## config.mk

```make
export PLATFORM = sky130hd
export DESIGN_NAME = fb_pixel_writer_flat
export DESIGN_NICKNAME = d
export VERILOG_FILES = /design/src/rtl/fb_pixel_writer_if.sv /design/src/rtl/fb_pixel_writer.sv /design/src/flat_wrapper.sv
export SDC_FILE = /design/constraint.sdc
export NUM_CORES = 1
export LEC_CHECK = 0
export BUFFER_PORTS_ARGS = -buffer_cell sky130_fd_sc_hd__buf_2
export CAP_MARGIN = 20
export CORE_MARGIN = 4
export CORE_UTILIZATION = 65
export CTS_BUF_LIST = sky130_fd_sc_hd__clkbuf_4
export DETAILED_ROUTE_END_ITERATION = 10
export PLACE_DENSITY = 0.95
export SLEW_MARGIN = 0
export SYNTH_ARGS = -nofsm -noshare
export SYNTH_HDL_FRONTEND = slang
export SYNTH_SLANG_ARGS = --single-unit
```

## constraint.sdc

```tcl
create_clock -name clk -period 5.45 [get_ports clk]
set_input_delay 1.09 -clock clk [delete_from_list [all_inputs] [get_ports clk]]
set_output_delay 1.09 -clock clk [all_outputs]
set_load 0.05 [all_outputs]
```

## src/rtl/fb_pixel_writer_if.sv

```systemverilog
// rtl/fb_pixel_writer_if.sv - renderer pixel stream and framebuffer write port bundle
interface fb_pixel_writer_if #(
  parameter int CORDW = 16,
  parameter int CIDXW = 4,
  parameter int ADDRW = 16
);
  logic signed [CORDW-1:0] x;
  logic signed [CORDW-1:0] y;
  logic [CIDXW-1:0]        cidx;
  logic                    drawing;
  logic                    oe;
  logic                    mem_we;
  logic                    mem_ready;
  logic [ADDRW-1:0]        mem_addr;
  logic [CIDXW-1:0]        mem_data;

  modport master (
    output x, y, cidx, drawing, mem_ready,
    input  oe, mem_we, mem_addr, mem_data
  );

  modport slave (
    input  x, y, cidx, drawing, mem_ready,
    output oe, mem_we, mem_addr, mem_data
  );
endinterface

```

## src/rtl/fb_pixel_writer.sv

```systemverilog
// rtl/fb_pixel_writer.sv - clip, address and buffer renderer pixels into framebuffer writes
// Optional FB_TRANSPARENT_EN: drop in-bounds pixels with colour index 0.
module fb_pixel_writer #(
  parameter int CORDW      = 16,
  parameter int CIDXW      = 4,
  parameter int FB_WIDTH   = 320,
  parameter int FB_HEIGHT  = 180,
  parameter int FIFO_DEPTH = 4,
  parameter int ADDRW      = 16
) (
  input  logic                clk,
  input  logic                rst_n,
  fb_pixel_writer_if.slave    bus,
  output logic [15:0]         clip_cnt,
  output logic                idle
);
  localparam int PW = $clog2(FIFO_DEPTH);
  localparam logic signed [CORDW-1:0] W_S = CORDW'(FB_WIDTH);
  localparam logic signed [CORDW-1:0] H_S = CORDW'(FB_HEIGHT);

  logic                    p1_valid_q, p1_valid_d;
  logic signed [CORDW-1:0] p1_x_q, p1_x_d;
  logic signed [CORDW-1:0] p1_y_q, p1_y_d;
  logic [CIDXW-1:0]        p1_cidx_q, p1_cidx_d;
  logic                    p2_valid_q, p2_valid_d;
  logic [ADDRW-1:0]        p2_addr_q, p2_addr_d;
  logic [CIDXW-1:0]        p2_cidx_q, p2_cidx_d;
  logic [ADDRW-1:0]        fifo_addr_q [FIFO_DEPTH];
  logic [ADDRW-1:0]        fifo_addr_d [FIFO_DEPTH];
  logic [CIDXW-1:0]        fifo_data_q [FIFO_DEPTH];
  logic [CIDXW-1:0]        fifo_data_d [FIFO_DEPTH];
  logic [PW-1:0]           wr_ptr_q, wr_ptr_d;
  logic [PW-1:0]           rd_ptr_q, rd_ptr_d;
  logic [PW:0]             cnt_q, cnt_d;
  logic [15:0]             clip_cnt_q, clip_cnt_d;
  logic [ADDRW-1:0]        last_addr_q, last_addr_d;
  logic [CIDXW-1:0]        last_data_q, last_data_d;

  logic [PW+1:0] occ;
  logic          oe_w;
  logic          accept;
  logic          out_of_bounds;
  logic          transparent;
  logic          fifo_nempty;
  logic          push;
  logic          pop;

  always_comb begin
    // Pixels already in the pipeline reserve a FIFO slot, so oe never lets the FIFO overflow
    occ = (PW+2)'(cnt_q) + (PW+2)'(p1_valid_q) + (PW+2)'(p2_valid_q);
    oe_w = occ < (PW+2)'(FIFO_DEPTH);
    accept = bus.drawing && oe_w;

    out_of_bounds = p1_x_q[CORDW-1] || (p1_x_q >= W_S) ||
                    p1_y_q[CORDW-1] || (p1_y_q >= H_S);
`ifdef FB_TRANSPARENT_EN
    transparent = (p1_cidx_q == '0);
`else
    transparent = 1'b0;
`endif

    fifo_nempty = (cnt_q != '0);
    push = p2_valid_q;
    pop  = fifo_nempty && bus.mem_ready;

    p1_valid_d = accept;
    p1_x_d     = accept ? bus.x    : p1_x_q;
    p1_y_d     = accept ? bus.y    : p1_y_q;
    p1_cidx_d  = accept ? bus.cidx : p1_cidx_q;

    p2_valid_d = p1_valid_q && !out_of_bounds && !transparent;
    p2_addr_d  = p2_addr_q;
    p2_cidx_d  = p2_cidx_q;
    if (p2_valid_d) begin
      p2_addr_d = ADDRW'(32'(p1_y_q) * FB_WIDTH + 32'(p1_x_q));
      p2_cidx_d = p1_cidx_q;
    end

    clip_cnt_d = clip_cnt_q;
    if (p1_valid_q && out_of_bounds && (clip_cnt_q != 16'hFFFF))
      clip_cnt_d = clip_cnt_q + 16'd1;

    fifo_addr_d = fifo_addr_q;
    fifo_data_d = fifo_data_q;
    wr_ptr_d    = wr_ptr_q;
    rd_ptr_d    = rd_ptr_q;
    last_addr_d = last_addr_q;
    last_data_d = last_data_q;
    if (push) begin
      fifo_addr_d[wr_ptr_q] = p2_addr_q;
      fifo_data_d[wr_ptr_q] = p2_cidx_q;
      wr_ptr_d = wr_ptr_q + PW'(1);
    end
    // Remember the popped head so the port holds steady once the FIFO drains
    if (pop) begin
      last_addr_d = fifo_addr_q[rd_ptr_q];
      last_data_d = fifo_data_q[rd_ptr_q];
      rd_ptr_d = rd_ptr_q + PW'(1);
    end

    cnt_d = cnt_q;
    if (push && !pop)
      cnt_d = cnt_q + (PW+1)'(1);
    else if (pop && !push)
      cnt_d = cnt_q - (PW+1)'(1);
  end

  always_ff @(posedge clk or negedge rst_n) begin
    if (!rst_n) begin
      p1_valid_q  <= 1'b0;
      p1_x_q      <= '0;
      p1_y_q      <= '0;
      p1_cidx_q   <= '0;
      p2_valid_q  <= 1'b0;
      p2_addr_q   <= '0;
      p2_cidx_q   <= '0;
      for (int i = 0; i < FIFO_DEPTH; i++) begin
        fifo_addr_q[i] <= '0;
        fifo_data_q[i] <= '0;
      end
      wr_ptr_q    <= '0;
      rd_ptr_q    <= '0;
      cnt_q       <= '0;
      clip_cnt_q  <= '0;
      last_addr_q <= '0;
      last_data_q <= '0;
    end else begin
      p1_valid_q  <= p1_valid_d;
      p1_x_q      <= p1_x_d;
      p1_y_q      <= p1_y_d;
      p1_cidx_q   <= p1_cidx_d;
      p2_valid_q  <= p2_valid_d;
      p2_addr_q   <= p2_addr_d;
      p2_cidx_q   <= p2_cidx_d;
      fifo_addr_q <= fifo_addr_d;
      fifo_data_q <= fifo_data_d;
      wr_ptr_q    <= wr_ptr_d;
      rd_ptr_q    <= rd_ptr_d;
      cnt_q       <= cnt_d;
      clip_cnt_q  <= clip_cnt_d;
      last_addr_q <= last_addr_d;
      last_data_q <= last_data_d;
    end
  end

  assign bus.oe       = oe_w;
  assign bus.mem_we   = fifo_nempty;
  assign bus.mem_addr = fifo_nempty ? fifo_addr_q[rd_ptr_q] : last_addr_q;
  assign bus.mem_data = fifo_nempty ? fifo_data_q[rd_ptr_q] : last_data_q;
  assign clip_cnt     = clip_cnt_q;
  assign idle         = !p1_valid_q && !p2_valid_q && !fifo_nempty;
endmodule

```

## src/flat_wrapper.sv

```systemverilog
// flat-port wrapper written by rule: the top's interface ports become plain ports
module fb_pixel_writer_flat 
#(
  parameter int CORDW      = 16,
  parameter int CIDXW      = 4,
  parameter int FB_WIDTH   = 320,
  parameter int FB_HEIGHT  = 180,
  parameter int FIFO_DEPTH = 4,
  parameter int ADDRW      = 16
)
  (clk, rst_n, clip_cnt, idle, bus_x, bus_y, bus_cidx, bus_drawing, bus_mem_ready, bus_oe, bus_mem_we, bus_mem_addr, bus_mem_data);
  fb_pixel_writer_if #(.CORDW(CORDW), .CIDXW(CIDXW), .ADDRW(ADDRW)) bus_i ();
  input  logic clk;
  input  logic rst_n;
  output logic [15:0] clip_cnt;
  output logic idle;
  input wire logic [$bits(bus_i.x)-1:0] bus_x;
  input wire logic [$bits(bus_i.y)-1:0] bus_y;
  input wire logic [$bits(bus_i.cidx)-1:0] bus_cidx;
  input wire logic [$bits(bus_i.drawing)-1:0] bus_drawing;
  input wire logic [$bits(bus_i.mem_ready)-1:0] bus_mem_ready;
  output wire logic [$bits(bus_i.oe)-1:0] bus_oe;
  output wire logic [$bits(bus_i.mem_we)-1:0] bus_mem_we;
  output wire logic [$bits(bus_i.mem_addr)-1:0] bus_mem_addr;
  output wire logic [$bits(bus_i.mem_data)-1:0] bus_mem_data;
  assign bus_i.x = bus_x;
  assign bus_i.y = bus_y;
  assign bus_i.cidx = bus_cidx;
  assign bus_i.drawing = bus_drawing;
  assign bus_i.mem_ready = bus_mem_ready;
  assign bus_oe = bus_i.oe;
  assign bus_mem_we = bus_i.mem_we;
  assign bus_mem_addr = bus_i.mem_addr;
  assign bus_mem_data = bus_i.mem_data;
  fb_pixel_writer #(.CORDW(CORDW), .CIDXW(CIDXW), .FB_WIDTH(FB_WIDTH), .FB_HEIGHT(FB_HEIGHT), .FIFO_DEPTH(FIFO_DEPTH), .ADDRW(ADDRW)) u_core (.clk(clk), .rst_n(rst_n), .bus(bus_i), .clip_cnt(clip_cnt), .idle(idle));
endmodule
```

==> results.md, run 1 <==
- Status: complete, no violations
- Worst Tran Pin Value: 1.03 ns
- First-pass DRT Iterations: 4
- Worst hold path class: flip-flop to flip-flop
- Clock power frac: 0.153
- DR vias: 5086
- Synth cell types: 40
- Clk slew on worst S/H paths: 0.14 ns
- Final Setup Violations: 0
- Commonest non-fill, non-tap cells in the layout: dfrtp_1 (181), mux2_2 (167), buf_2 (77)
- Count of pins over their slew limit: 0
- Antenna viol nets, final: 0
- Hold_sp: u_core.clip_cnt[10]$_DFFE_PN0P_
- CTS buffer count: 17
- Die area: 14900 um^2
- Final Non-Filler Cells: 858
- Clk_lat worst skew: 0.58 ns
- Yosys top cell by area: dfrtp_1
- VDD IR-drop max: 0.431 mV
- # DRC: 0
- PwrDens: 491 nW/um^2
- RSZ-0062 raised after global routing: no
- Post-DR wirelength/cell: 19.5 um
- Cell Area, Synth: 8430 um^2
- Initial core utilization: 0.665
- CTS tree: yes
- Finished Core Util: 0.730
- Period minus WS final: 3.67 ns
- Crit. End Element: output pin
- Vias/cell: 5.93
- CTS Hold Bufs: 0
- Crit. Startpoint: u_core.rd_ptr_q[0]$_DFFE_PN0P_
- CTS sink count: 181
- Pwr Total: 4.54 mW
- GRT Total Usage: 0.240
- Largest net degree at the start of global routing: 101
- Share of post-route cells with drive strength above 1: 0.448
- Reg power frac: 0.381
- Placed cells: 824
- Total Routed Length: 16800 um
- Yosys warnings: 0
- Most common cell after layout, fill and taps aside: dfrtp_1
- Syn nets: 667
- Die height: 122 um
- Psw: 1.82 mW
- R2R Path Start: u_core.p1_y_q[2]$_DFFE_PN0P_
- Fin. Hold Viols: 0
- Resize count post-CTS: 0
- Comb power frac: 0.466
- Post-CTS Setup Repair Bufs: 0
- Worst EP arrival: 2.58 ns
- Boundary Pins: 79
- Period utilization: 0.674
- Headroom to the max-slew limit: 0.314
- Lkg Pwr: 4.64 nW
- H-tree levels: 4
- Crit-path max FO: 18
- Synth-to-Final Area Change: 9.72%
- Routability cong.: 0.813
- Max Fclk: 272 MHz
- Largest cells by area after synthesis: dfrtp_1 (54%), mux2_2 (22%), mux4_2 (5.3%)
- Gate Count Post-Synth: 595
- Bufs on Longest Clock Path: 2
- Switching part of the total: 0.400
- Share of the synthesized area in the top cell type: 0.537
- Vias in the first global route: 5410
- Avg Cell Area, Syn: 14.2 um^2
- Int Power: 2.72 mW
- Seq cells post-synth: 181
- Clock root buffer: clkbuf_4
- Critical path class: flip-flop to output pin
- Core area: 12700 um^2
- Setup TNS: 0 ns
- Port Buf Inserts: 78
- Skew final: 0.0180 ns
- Max Cap Viol: 0
- Grt ovf: 0
- Iteration-0 DRC Markers: 262
- HPWL Detailed: 11700 um
- First-pass GRT wire length: 27300 um
- Critical path data required time: 4.36 ns
- Fin nets: 744
- Startpoint types: flip-flop
- Die Wd: 122 um
- Post-synthesis sequential area ratio: 0.537
- Num rows: 41
- Initial antenna violation count: 1
## cell type report
class / instances / area [um^2]
Sequential cell: 181 / 4530
Multi-Input combinational cell: 375 / 3740
Fill cell: 815 / 3420
Timing Repair Buffer: 84 / 462
Tap cell: 172 / 215
Clock buffer: 20 / 150
Clock inverter: 12 / 105
Inverter: 13 / 48.8
Antenna cell: 1 / 2.50
## critical path, stage by stage, from the launching register on
cell,delay [ns]
dfrtp_1,0.52
buf_4,0.40
mux4_2,0.57
mux2_2,0.29
buf_2,0.21
## path summary, 6_finish.rpt
check                                                    end  slack [ns]  depth (start not counted)
max in group asynchronous   u_core.p2_addr_q[14]$_DFFE_PN0P_        3.77                          2
min reg2reg                  u_core.clip_cnt[10]$_DFFE_PN0P_        0.50                          1
max                                         bus_mem_addr[14]        1.78                          4
min                          u_core.clip_cnt[10]$_DFFE_PN0P_        0.50                          1
max reg2reg                 u_core.p2_addr_q[15]$_DFFE_PN0P_        2.23                         11
min in group asynchronous  u_core.fifo_addr_q[2]$_DFFE_PN0P_        0.59                          1
## cell usage after synthesis
library cell,count
dfrtp_1,181
mux2_2,167
ha_1,29
nand2_1,25
o21ai_0,21
mux4_2,20
xnor2_1,18
clkbuf_1,17
xor2_1,14
inv_1,13
a21oi_1,12
nor3_1,9
buf_2,8
nor2_1,8
nand3_1,6
nand4_1,5
o21bai_1,4
a21o_1,3
and3_1,3
fa_1,3
nand3_2,3
o21a_1,3
a211oi_1,2
a31oi_1,2
and4_1,2
nor4_2,2
or3_1,2
a211o_1,1
and2_1,1
and2_2,1
buf_6,1
nand4_2,1
nor2b_1,1
nor4_1,1
o2111ai_1,1
o211a_1,1
o211ai_1,1
o21ai_1,1
o311a_1,1
or4b_4,1
## cells by family (layout without fill, tap and decap cells)
logic type / Yosys count / after routing / share of synthesized area
fa+ha+maj: 32 / 32 / 0.0502
other cells: 0 / 1 / 0
compound gates: 53 / 53 / 0.0377
mux: 187 / 187 / 0.276
buf+inv: 39 / 129 / 0.0194
xor+xnor: 32 / 32 / 0.0332
simple gates: 71 / 71 / 0.0459
flops: 181 / 181 / 0.537
## layer usage
layer	up-vias	global-route usage	wire, um
met3	28	0.0539	754
met1	2602	0.307	6980
met5	-	0	0
li1	2320	-	-
met2	136	0.408	8740
met4	0	0.0798	296
## through the flow
step	setup slack (ns)	hold slack (ns)	instance area, um^2
final	1.78	0.498	9250
after CTS	1.70	0.500	9220
after floorplan	1.83	0.456	8430
after global routing	1.61	0.527	9250
after detailed placement	2.31	0.478	8970
after global placement	2.37	0.472	8970
## power by group through the flow
| stage | sequential [mW] | clock [mW] | combinational (mW) |
|---|---|---|---|
| final | 1.73 | 0.693 | 2.12 |
| after global routing | 1.76 | 0.767 | 2.30 |
| after CTS | 1.73 | 0.707 | 2.09 |
| after detailed placement | 1.76 | 0 | 2.07 |
| after global placement | 1.74 | 0 | 1.95 |
| after floorplan | 1.74 | 0 | 1.61 |
## sequential cells by signal, summed over array words and instances, names as in the netlist
| name | count |
|---|---|
| u_core.fifo_addr_q | 64 |
| u_core.clip_cnt | 16 |
| u_core.fifo_data_q | 16 |
| u_core.last_addr_q | 16 |
| u_core.p1_x_q | 16 |
| u_core.p1_y_q | 16 |
| u_core.p2_addr_q | 16 |
| u_core.last_data_q | 4 |
| u_core.p1_cidx_q | 4 |
| u_core.p2_cidx_q | 4 |
| u_core.cnt_q | 3 |
| u_core.rd_ptr_q | 2 |
| u_core.wr_ptr_q | 2 |
| u_core.p1_valid_q | 1 |
| u_core.p2_valid_q | 1 |
Power figures use the tool's default switching activity.
==> run 2: changes to the inputs <==
--- a/config.mk
+++ b/config.mk
@@ -8,10 +8,10 @@
 export BUFFER_PORTS_ARGS = -buffer_cell sky130_fd_sc_hd__buf_2
 export CAP_MARGIN = 20
 export CORE_MARGIN = 4
-export CORE_UTILIZATION = 65
+export CORE_UTILIZATION = 62
 export CTS_BUF_LIST = sky130_fd_sc_hd__clkbuf_4
 export DETAILED_ROUTE_END_ITERATION = 10
-export PLACE_DENSITY = 0.95
+export PLACE_DENSITY = 0.92
 export SLEW_MARGIN = 0
 export SYNTH_ARGS = -nofsm -noshare
 export SYNTH_HDL_FRONTEND = slang
==> constraint.sdc (replaced) <==
create_clock -name clk -period 3.8 [get_ports clk]
set_input_delay 0.76 -clock clk [delete_from_list [all_inputs] [get_ports clk]]
set_output_delay 0.76 -clock clk [all_outputs]
set_load 0.05 [all_outputs]
==> run 2 against run 1 <==
Against the previous run:
- clock power rose by 52%
- routed wire length fell by 3.3%
- via count fell by 0.41%
- sequential power rose by 42%
- largest power group unchanged
==> results.md, run 2 (synthesized netlist as in run 1, its figures left out) <==
- Initial core utilization: 0.634 (-0.0312)
- Cell family with most CP delay: compound AO/OA/AOI/OAI gates
- Max Fclk: 319 MHz
- Final Hold Slack: 0.175 ns (-0.323 ns)
- Skew final: 0.0181 ns (+0.000120 ns)
- DR vias: 5065 (-0.41%)
- First-pass DRT Iterations: 4 (unchanged)
- Setup TNS: 0 ns (unchanged)
- Critical path class: flip-flop to flip-flop
- Clk slew on worst S/H paths: 0.15 ns (about the same)
- CTS tree: yes
- CTS sink count: 181 (unchanged)
- Critical path data required time: 4.29 ns (-0.07 ns)
- Lkg Pwr: 4.67 nW (+0.57%)
- Max Cap Viol: 0 (unchanged)
- Total Routed Length: 16200 um (-3.3%)
- Max reg flops: 64 (unchanged)
- Worst hold path class: input port to asynchronous set/reset pin
- Most numerous cell on the critical path: ha_1
- Die Wd: 125 um (+2.2%)
- Grt ovf: 0 (unchanged)
- Headroom to the max-slew limit: 0.281 (-0.0325)
- CTS buffer count: 17 (unchanged)
- Buffers & Inverters on Critical Path: 1 (-1)
- Slowest cell on the critical path: dfrtp_1
- Die area: 15500 um^2 (+4.5%)
- Fin. Hold Viols: 0 (unchanged)
- Boundary Pins: 79 (unchanged)
- Vias in the first global route: 5453 (+0.79%)
- Reg with most FFs: u_core.fifo_addr_q
- First-pass GRT wire length: 27300 um (-0.23%)
- Crit-path max FO: 5 (-13)
- Clock root buffer: clkbuf_4
- Fin nets: 747 (+0.40%)
- Post-DR wirelength/cell: 18.8 um (-4.0%)
- Clk_lat worst skew: 0.58 ns (about the same)
- Resize count post-CTS: 0 (unchanged)
- Worst-path cell chain: ha_1, ha_1, a21o_1, a21oi_1, o21bai_1, a21oi_1, xnor2_1, ha_1, inv_1, or3_1, o311a_1, o21ai_0
- PwrDens: 709 nW/um^2 (+45%)
- Worst Tran Pin Value: 1.08 ns (+0.0461 ns)
- Share of post-route cells with drive strength above 1: 0.455 (+0.00677)
- Crit. End Element: flip-flop
- Core area: 13300 um^2 (+4.9%)
- Fill cells: 865 (+6.1%)
- # DRC: 0 (unchanged)
- CTS Hold Bufs: 0 (unchanged)
- Port Buf Inserts: 78 (unchanged)
- Worst EP arrival: 3.63 ns (+1.05 ns)
- VDD IR-drop max: 0.695 mV (+61%)
- Initial antenna violation count: 0 (-1)
- Period utilization: 0.826
- Num rows: 42 (+2.4%)
- GRT Total Usage: 0.219 (-0.0209)
- Status: complete, no violations
- Count of pins over their slew limit: 0 (unchanged)
- Largest net degree at the start of global routing: 79 (-22%)
- Most common cell after layout, fill and taps aside: dfrtp_1
- HPWL Detailed: 11500 um (-2.3%)
- Bufs on Longest Clock Path: 2 (unchanged)
- Period minus WS final: 3.14 ns
- Post-CTS Setup Repair Bufs: 0 (unchanged)
- Antenna viol nets, final: 0 (unchanged)
- Die height: 125 um (+2.2%)
- Iteration-0 DRC Markers: 345 (+32%)
- Synth-to-Final Area Change: 10.5%
- Routability cong.: 0.813 (about the same)
- Final Setup Violations: 0 (unchanged)
- Startpoint types: flip-flop
- H-tree levels: 4 (unchanged)
- RSZ-0062 raised after global routing: no
- Pwr Total: 6.61 mW (+46%)
- Crit path largest cell delay: 0.44 ns (-0.13 ns)
- Vias/cell: 5.86 (-1.1%)
- N_diodes: 0 (-1)
- Commonest non-fill, non-tap cells in the layout: dfrtp_1 (181), mux2_2 (167), buf_2 (77)
## run 2: changes by cell type in the layout (fill, tap and decap cells not counted), sizes merged
cell	previous run	this run
bufinv	1	2
clkbuf	20	17
inv	16	17
clkinvlp	1	3
diode	1	0
clkinv	7	6
buf	84	87
## run 2: metrics by stage
step / util / cells / worst slack [ns] / cell area [um^2]
3_5_place_dp: 0.677 / 831 / 0.735 / 9010
3_3_place_gp: 0.677 / 831 / 0.804 / 9010
6_report: 0.701 / 864 / 0.662 / 9320
4_1_cts: 0.699 / 863 / 0.360 / 9290
2_1_floorplan: - / 595 / 0.506 / 8430
5_1_grt: 0.701 / 864 / 0.343 / 9320
## run 2: final timing paths
path | start | endpoint | slack [ns] | depth (start not counted)
max in group asynchronous | rst_n | u_core.fifo_addr_q[62]$_DFFE_PN0P_ | 2.73 | 2
max reg2reg | u_core.p1_y_q[2]$_DFFE_PN0P_ | u_core.p2_addr_q[14]$_DFFE_PN0P_ | 0.66 | 12
min in group clk | bus_x[1] | u_core.p1_x_q[1]$_DFFE_PN0P_ | 0.40 | 2
max | u_core.p1_y_q[2]$_DFFE_PN0P_ | u_core.p2_addr_q[14]$_DFFE_PN0P_ | 0.66 | 12
min reg2reg | u_core.clip_cnt[13]$_DFFE_PN0P_ | u_core.clip_cnt[13]$_DFFE_PN0P_ | 0.50 | 1
min | rst_n | u_core.last_addr_q[3]$_DFFE_PN0P_ | 0.18 | 1
## run 2: routing by layer
| metal | share of wire | up-vias | wire, um | GRT usage |
|---|---|---|---|---|
| met1 | 0.43 | 2589 | 6890 | 0.283 |
| met4 | 0.016 | 0 | 260 | 0.0754 |
| met5 | 0 | - | 0 | 0 |
| met3 | 0.039 | 22 | 634 | 0.0425 |
| li1 | - | 2330 | - | - |
| met2 | 0.52 | 124 | 8430 | 0.372 |
## run 2: area by class of cell
type / instances / area [um^2] / area share
sequential: 181 / 4530 / 0.486
multi-input combinational: 375 / 3740 / 0.401
timing repair buffer: 87 / 497 / 0.0533
tap: 176 / 220 / 0.0236
clock inverter: 15 / 154 / 0.0165
clock buffer: 17 / 128 / 0.0137
inverter: 13 / 48.8 / 0.00524
## run 2: worst reg2reg max path: cells and delay by family, from the launching register on
family	cells	cell delay, ns
adder cells (fa/ha/maj)	3	1.03
AO/OA/AOI/OAI	6	1.07
buffers and inverters	1	0.08
flip-flops	1	0.44
AND/OR/NAND/NOR	1	0.34
XOR/XNOR	1	0.09
## run 2: power breakdown
| group | switching (mW) | internal, mW | leakage (nW) |
|---|---|---|---|
| registers | 0.261 | 2.19 | 2.42 |
| clock network | 0.658 | 0.394 | 0.147 |
| logic | 1.72 | 1.39 | 2.10 |
| total | 2.64 | 3.97 | 4.67 |
